### config.mk
export PLATFORM = sky130hd
export DESIGN_NAME = fb_fill_flat
export DESIGN_NICKNAME = d
export VERILOG_FILES = /design/src/rtl/fb_fill_pkg.sv /design/src/rtl/fb_fill_if.sv /design/src/rtl/fb_fill.sv /design/src/flat_wrapper.sv
export SDC_FILE = /design/constraint.sdc
export NUM_CORES = 1
export LEC_CHECK = 0
export CORE_ASPECT_RATIO = 1.1
export CORE_UTILIZATION = 46
export DETAILED_ROUTE_END_ITERATION = 16
export GPL_ROUTABILITY_DRIVEN = 0
export MAX_ROUTING_LAYER = met4
export PLACE_DENSITY = 0.72
export SLEW_MARGIN = 20
export SYNTH_ARGS = -nofsm -noshare
export SYNTH_HDL_FRONTEND = slang
export SYNTH_SLANG_ARGS = --single-unit
### constraint.sdc
create_clock -name memory_clock -period 10.6 [get_ports memory_clock]
set_input_delay 2.65 -clock memory_clock [delete_from_list [all_inputs] [get_ports memory_clock]]
set_output_delay 2.65 -clock memory_clock [all_outputs]
set_load 0.01 [all_outputs]
### src/rtl/fb_fill_pkg.sv
// Shared framebuffer constants, fill-engine state encoding and lane-mask helper.
// The layout defaults are also used by the video scanout so both sides agree.
package fb_pkg;

  localparam int unsigned DEF_FB_BEGIN = 1024 * 1024 / 4;
  localparam int unsigned DEF_STRIDE   = 1280;

  typedef enum logic [1:0] {
    IDLE,
    SETUP,
    WRITE
  } state_t;

  // Big-endian lanes: byte offset k lives in writedata[31-8k -: 8], enabled by byteenable[3-k].
  function automatic logic [3:0] be_mask(input logic [1:0] lo_off, input logic [1:0] hi_off);
    logic [3:0] m;
    m = '0;
    for (int unsigned k = 0; k < 4; k++) begin
      if (k >= 32'(lo_off) && k <= 32'(hi_off)) m[2'(3 - k)] = 1'b1;
    end
    return m;
  endfunction

endpackage

### src/rtl/fb_fill_if.sv
// Command handshake and Avalon-style framebuffer write port of the fill engine.
interface fb_fill_if;

  logic        cmd_valid;
  logic        cmd_ready;
  logic [11:0] cmd_x;
  logic [11:0] cmd_y;
  logic [11:0] cmd_w;
  logic [11:0] cmd_h;
  logic [7:0]  cmd_color;
  logic        busy;
  logic        done;
  logic [29:0] fb_address;
  logic        fb_write;
  logic [31:0] fb_writedata;
  logic [3:0]  fb_byteenable;
  logic        fb_waitrequest;

  modport master (
    input  cmd_valid, cmd_x, cmd_y, cmd_w, cmd_h, cmd_color, fb_waitrequest,
    output cmd_ready, busy, done, fb_address, fb_write, fb_writedata, fb_byteenable
  );

  modport slave (
    output cmd_valid, cmd_x, cmd_y, cmd_w, cmd_h, cmd_color, fb_waitrequest,
    input  cmd_ready, busy, done, fb_address, fb_write, fb_writedata, fb_byteenable
  );

endinterface

### src/rtl/fb_fill.sv
// Rectangle fill engine: walks the rectangle row by row and issues masked 32-bit
// framebuffer writes, one byte per RGB332 pixel.
module fb_fill
  import fb_pkg::*;
#(
  parameter int unsigned FB_BEGIN = DEF_FB_BEGIN,
  parameter int unsigned STRIDE   = DEF_STRIDE
) (
  input  logic      memory_clock,
  input  logic      reset,
  fb_fill_if.master bus
);

  state_t      state;
  state_t      state_next;

  logic [29:0] row_addr;
  logic [11:0] rows_left;
  logic [11:0] width;
  logic [7:0]  color;
  logic [29:0] end_addr;
  logic [29:0] word;
  logic [3:0]  be;

  logic [29:0] start_addr;
  logic [29:0] row_end;
  logic [29:0] row_word;
  logic [29:0] end_word;
  logic [29:0] next_word;
  logic [3:0]  first_be;
  logic [3:0]  next_be;
  logic        fill_over;
  logic        last_word;
  logic        accept;

  // The only multiply: once per command; rows then advance by STRIDE additions.
  assign start_addr = 30'(FB_BEGIN) + 30'(32'(bus.cmd_y) * STRIDE) + 30'(bus.cmd_x);

  assign row_end   = row_addr + 30'(width) - 30'd1;
  assign row_word  = {row_addr[29:2], 2'b00};
  assign first_be  = (row_word == {row_end[29:2], 2'b00})
                   ? be_mask(row_addr[1:0], row_end[1:0])
                   : be_mask(row_addr[1:0], 2'd3);
  assign fill_over = (rows_left == '0) || (width == '0);

  assign end_word  = {end_addr[29:2], 2'b00};
  assign last_word = (word == end_word);
  assign next_word = word + 30'd4;
  assign next_be   = (next_word == end_word) ? be_mask(2'd0, end_addr[1:0]) : '1;
  assign accept    = !bus.fb_waitrequest;

  always_ff @(posedge memory_clock) begin
    if (reset) state <= IDLE;
    else       state <= state_next;
  end

  always_comb begin
    state_next    = state;
    bus.cmd_ready = 1'b0;
    bus.busy      = 1'b0;
    bus.done      = 1'b0;
    bus.fb_write  = 1'b0;
    unique case (state)
      IDLE: begin
        bus.cmd_ready = 1'b1;
        if (bus.cmd_valid) state_next = SETUP;
      end
      SETUP: begin
        bus.busy = 1'b1;
        if (fill_over) begin
          bus.done   = 1'b1;
          state_next = IDLE;
        end else begin
          state_next = WRITE;
        end
      end
      WRITE: begin
        bus.busy     = 1'b1;
        bus.fb_write = 1'b1;
        if (accept && last_word) state_next = SETUP;
      end
      default: state_next = IDLE;
    endcase
  end

  always_ff @(posedge memory_clock) begin
    if (reset) begin
      row_addr  <= '0;
      rows_left <= '0;
      width     <= '0;
      color     <= '0;
      end_addr  <= '0;
      word      <= '0;
      be        <= '0;
    end else begin
      unique case (state)
        IDLE: begin
          if (bus.cmd_valid) begin
            row_addr  <= start_addr;
            rows_left <= bus.cmd_h;
            width     <= bus.cmd_w;
            color     <= bus.cmd_color;
          end
        end
        SETUP: begin
          if (!fill_over) begin
            end_addr <= row_end;
            word     <= row_word;
            be       <= first_be;
          end
        end
        WRITE: begin
          if (accept) begin
            if (last_word) begin
              rows_left <= rows_left - 12'd1;
              row_addr  <= row_addr + 30'(STRIDE);
            end else begin
              word <= next_word;
              be   <= next_be;
            end
          end
        end
        default: ;
      endcase
    end
  end

  assign bus.fb_address    = word;
  assign bus.fb_byteenable = be;
  assign bus.fb_writedata  = {4{color}};

endmodule

### src/flat_wrapper.sv
// flat-port wrapper written by rule: the top's interface ports become plain ports
module fb_fill_flat import fb_pkg::*;
#(
  parameter int unsigned FB_BEGIN = DEF_FB_BEGIN,
  parameter int unsigned STRIDE   = DEF_STRIDE
)
  (memory_clock, reset, bus_cmd_valid, bus_cmd_x, bus_cmd_y, bus_cmd_w, bus_cmd_h, bus_cmd_color, bus_fb_waitrequest, bus_cmd_ready, bus_busy, bus_done, bus_fb_address, bus_fb_write, bus_fb_writedata, bus_fb_byteenable);
  fb_fill_if bus_i ();
  input  logic memory_clock;
  input  logic reset;
  input wire logic [$bits(bus_i.cmd_valid)-1:0] bus_cmd_valid;
  input wire logic [$bits(bus_i.cmd_x)-1:0] bus_cmd_x;
  input wire logic [$bits(bus_i.cmd_y)-1:0] bus_cmd_y;
  input wire logic [$bits(bus_i.cmd_w)-1:0] bus_cmd_w;
  input wire logic [$bits(bus_i.cmd_h)-1:0] bus_cmd_h;
  input wire logic [$bits(bus_i.cmd_color)-1:0] bus_cmd_color;
  input wire logic [$bits(bus_i.fb_waitrequest)-1:0] bus_fb_waitrequest;
  output wire logic [$bits(bus_i.cmd_ready)-1:0] bus_cmd_ready;
  output wire logic [$bits(bus_i.busy)-1:0] bus_busy;
  output wire logic [$bits(bus_i.done)-1:0] bus_done;
  output wire logic [$bits(bus_i.fb_address)-1:0] bus_fb_address;
  output wire logic [$bits(bus_i.fb_write)-1:0] bus_fb_write;
  output wire logic [$bits(bus_i.fb_writedata)-1:0] bus_fb_writedata;
  output wire logic [$bits(bus_i.fb_byteenable)-1:0] bus_fb_byteenable;
  assign bus_i.cmd_valid = bus_cmd_valid;
  assign bus_i.cmd_x = bus_cmd_x;
  assign bus_i.cmd_y = bus_cmd_y;
  assign bus_i.cmd_w = bus_cmd_w;
  assign bus_i.cmd_h = bus_cmd_h;
  assign bus_i.cmd_color = bus_cmd_color;
  assign bus_i.fb_waitrequest = bus_fb_waitrequest;
  assign bus_cmd_ready = bus_i.cmd_ready;
  assign bus_busy = bus_i.busy;
  assign bus_done = bus_i.done;
  assign bus_fb_address = bus_i.fb_address;
  assign bus_fb_write = bus_i.fb_write;
  assign bus_fb_writedata = bus_i.fb_writedata;
  assign bus_fb_byteenable = bus_i.fb_byteenable;
  fb_fill #(.FB_BEGIN(FB_BEGIN), .STRIDE(STRIDE)) u_core (.memory_clock(memory_clock), .reset(reset), .bus(bus_i));
endmodule
==> results by group <==
Critical path
  • Source of the critical timing path: bus_cmd_y[1]
  • Arrival time worst endpoint: 6.14 ns
  • Crit-path max cell delay: 0.45 ns
  • Series of cell instances along the critical path: clkdlybuf4s50_1 -> ha_1 -> ha_1 -> inv_1 -> fa_1 -> nor2b_1 -> o21a_1 -> o31a_1 -> o21ai_0 -> xnor2_1 -> ha_1 -> xor2_1 -> nand4_1 -> a21oi_1 -> xnor2_1 -> o41ai_1
  • Count of cell instances traversed by the critical path: 16
  • Critical R2R Capture: u_core.bus.fb_byteenable[1]
  • Master of the slowest instance on the critical path: sky130_fd_sc_hd__clkdlybuf4s50_1
  • Critical register-to-register path startpoint: u_core.row_addr[1]
  • Kind of start point of the critical path: input pin
  • Cell seen most often among critical-path stages: sky130_fd_sc_hd__ha_1
  • Largest driver fanout on the critical path: 5
  • Capturing element type of the critical path: register
  • Crit Path Category: in2reg
  • Critical path data required time: 10.91 ns
  • Worst reg2reg setup slack: 5.95 ns
  • Buffers and inverters on the worst path: 2
  • End point of the critical path: u_core.row_addr[22]
  • Kind of cell adding the most delay to the critical path: adder cells
  • R2R depth: 14

Cells and area
  • Fill count: 2,259
  • Util after Layout: 54.2%
  • Area grow syn2layout: 15.2%
  • Number of nets at the end of the flow: 1,719
  • Area occupied by registers: 2520 sq um
  • Post-Layout Cell Count: 1,884
  • Share of final-layout standard cells stronger than drive strength 1: 3.61%
  • Area of the multi-input gates: 7770 sq um
  • Antenna Diode Count: 0

Pwr
  • Pleak: 5.04 nW
  • Pwr Density: 337 nW/um^2
  • VDD IR max: 0.000143 V
  • Total Power Consumption: 4.34 mW

Floorplanning
  • Die height: 166 microns
  • Core region area: 23,800 sq um
  • Io pins: 130
  • Area of the die: 25,000 sq um
  • Starting density of the core: 47.1%
  • Die Wd: 151 microns
  • Placement row count: 59

Drt
  • Residual antenna-violating net count after detailed routing: 0
  • Number of detailed-routing iterations run before antenna repair: 5
  • Number of vias in the routed layout: 11.3k
  • Vias per cell: 6.01
  • Initial detailed-routing violation count: 889
  • Routed WL per cell: 17.9 microns
  • Final routed DRC violation total: 0
  • Total Wirelength: 33.7 mm

Placement
  • Cell count after placement: 1,852
  • Port-buffer cells: 127
  • Detailed-placement wirelength estimate: 25.5 mm

Global route
  • Number of antenna violations at the first check in global routing: 0
  • Grt total ovfl: 0
  • Via count of the first global-routing pass: 10.5k
  • Total routing resource utilization after global routing: 28.2%
  • Global-route wire length before repair: 53.9 mm
  • Pin count of the biggest net entering global routing: 95

Clock tree
  • Worst-path clk slew: 0.06 ns
  • Worst-skew pair later-pin latency: 0.43 ns
  • Master cell of the clock root buffer: sky130_fd_sc_hd__clkbuf_16
  • CTS hold repair buffers: 0
  • TritonCTS sink count: 126
  • CTS H-tree lvls: 4
  • Post-CTS setup buffer count: 0
  • Clock tree from TritonCTS: built
  • Cells resized by post-CTS repair: 0
  • Clock Tree Buf Depth: 2
  • Clock buffers created by TritonCTS: 17

Logic synthesis
  • Number of enable-type register cells in the synthesized netlist: 0
  • Most area-consuming cells after synthesis: sky130_fd_sc_hd__dfxtp_1, sky130_fd_sc_hd__ha_1, sky130_fd_sc_hd__nand2_1
  • Cell type contributing the most total cell area after synthesis: sky130_fd_sc_hd__dfxtp_1
  • Mapped cell area: 11,200 sq um
  • Fraction of post-synthesis cell area in the top cell type by area: 22.5%
  • Synthesis warning total: 0
  • Post-synth ARST share: 0%
  • Predominant post-synthesis flop cell: sky130_fd_sc_hd__dfxtp_1
  • Mean area per synthesized cell: 7.30 sq um
  • Ranking of synthesized cells by instance count: sky130_fd_sc_hd__nand2_1, sky130_fd_sc_hd__a21oi_1, sky130_fd_sc_hd__nor2_1, sky130_fd_sc_hd__dfxtp_1, sky130_fd_sc_hd__inv_1
  • Sequential element share of the synthesized area: 22.5%
  • Count of state elements after synthesis: 126
  • Unique cell type count in the Yosys netlist: 78
  • Cells after synthesis: 1,533
  • Most used standard cell by instance count after synthesis: sky130_fd_sc_hd__nand2_1

Timing
  • Period minus WS final: 5.83 ns
  • Slew at the pin closest to its max-slew limit: 1.03 ns
  • Max-slew headroom at the worst pin: 30.9%
  • Highest achievable clock rate: 171 MHz
  • Unrepaired setup endpoints after global routing: no
  • Hold Violations, Final: 0
  • Hold slack final: 0.466 ns
  • Final-layout setup total negative slack: 0 ns
  • Part of the cycle the worst path needs: 55.0%
  • Max-slew violation count: 0
  • Worst Skew: 0.0117 ns
  • Final setup violation count: 0

Hold path
  • Worst hold path type: reg2reg
  • Hold Path Origin: u_core.end_addr[11]

Status
  • Run status: finished clean

Run
  • MaxCap Viol Count: 0
flip-flops by register name, summed over array words and instances, names as in the netlist:
| name | count |
|---|---|
| u_core.color | 8 |
| u_core.bus.fb_address | 28 |
| u_core.end_addr | 30 |
| u_core.state | 2 |
| u_core.bus.fb_byteenable | 4 |
| u_core.rows_left | 12 |
| u_core.row_addr | 30 |
| u_core.width | 12 |
stage by stage:
stage	worst slack, ns	instance area [sq um]
floorplan	5.20	11200
global placement	4.49	12300
detailed placement	4.36	12300
CTS	4.79	12900
global route	4.46	12900
finish	4.77	12900
area by class of cell:
type	instances	area share, %
clock inverter	15	1.09
inverter	94	2.74
multi-input combinational	1196	60.3
clock buffer	17	3.30
tap	305	2.96
timing repair buffer	131	10.1
sequential	126	19.6
where the power goes:
group	switching, mW	internal, mW
clock network	0.237	0.325
registers	0.217	0.620
logic	1.75	1.19
layout by cell type (no fill, tap or decap), types with 24 or more instances in the layout:
master                              n
sky130_fd_sc_hd__nand2_1          215
sky130_fd_sc_hd__a21oi_1          156
sky130_fd_sc_hd__nor2_1           136
sky130_fd_sc_hd__clkdlybuf4s50_1  126
sky130_fd_sc_hd__dfxtp_1          126
sky130_fd_sc_hd__inv_1             93
sky130_fd_sc_hd__ha_1              89
sky130_fd_sc_hd__o21ai_0           68
sky130_fd_sc_hd__xnor2_1           64
sky130_fd_sc_hd__nand3_1           39
sky130_fd_sc_hd__xor2_1            35
sky130_fd_sc_hd__nor3_1            31
sky130_fd_sc_hd__nand4_1           31
sky130_fd_sc_hd__a211oi_1          24
layer usage:
metal / global-route usage [%] / vias up / part of all wire (%)
met4: 9.86 / 0 / 2.7
met1: 35.7 / 5342 / 44
met2: 46.3 / 447 / 47
li1: - / 5463 / -
met5: - / - / 0
met3: 3.43 / 75 / 6.5
how the worst min path moves through the flow:
stage                               end  cells after the start
floorplan           u_core.end_addr[23]                      2
CTS                 u_core.end_addr[11]                      2
detailed placement  u_core.end_addr[11]                      2
finish              u_core.end_addr[11]                      2
global route        u_core.end_addr[17]                      2
global placement    u_core.end_addr[24]                      2
worst register-to-register path, stage by stage, from the launching register on:
cell and delay, ns:
sky130_fd_sc_hd__dfxtp_1 0.35, sky130_fd_sc_hd__inv_1 0.10, sky130_fd_sc_hd__ha_1 0.29, sky130_fd_sc_hd__inv_1 0.04, sky130_fd_sc_hd__ha_1 0.21, sky130_fd_sc_hd__fa_1 0.43
sky130_fd_sc_hd__a211oi_1 0.34, sky130_fd_sc_hd__o21ai_0 0.21, sky130_fd_sc_hd__a21oi_1 0.65, sky130_fd_sc_hd__o211ai_1 0.28, sky130_fd_sc_hd__a31o_2 0.25, sky130_fd_sc_hd__a21o_1 0.18
sky130_fd_sc_hd__or4_1 0.53, sky130_fd_sc_hd__nor4_1 0.44, sky130_fd_sc_hd__a2111oi_0 0.18
cells by family (layout without fill, tap and decap cells):
group | after synthesis | in the layout | share of synthesized area (%)
compound gates | 410 | 410 | 23.1
xor+xnor | 113 | 113 | 10.5
fa+ha+maj | 93 | 93 | 10.6
buf+inv | 212 | 257 | 8.33
flops | 126 | 126 | 22.5
mux | 10 | 10 | 0.928
other cells | 1 | 2 | 0.0335
simple gates | 568 | 568 | 24.0
Note: power is estimated with default switching activity, not from simulation.
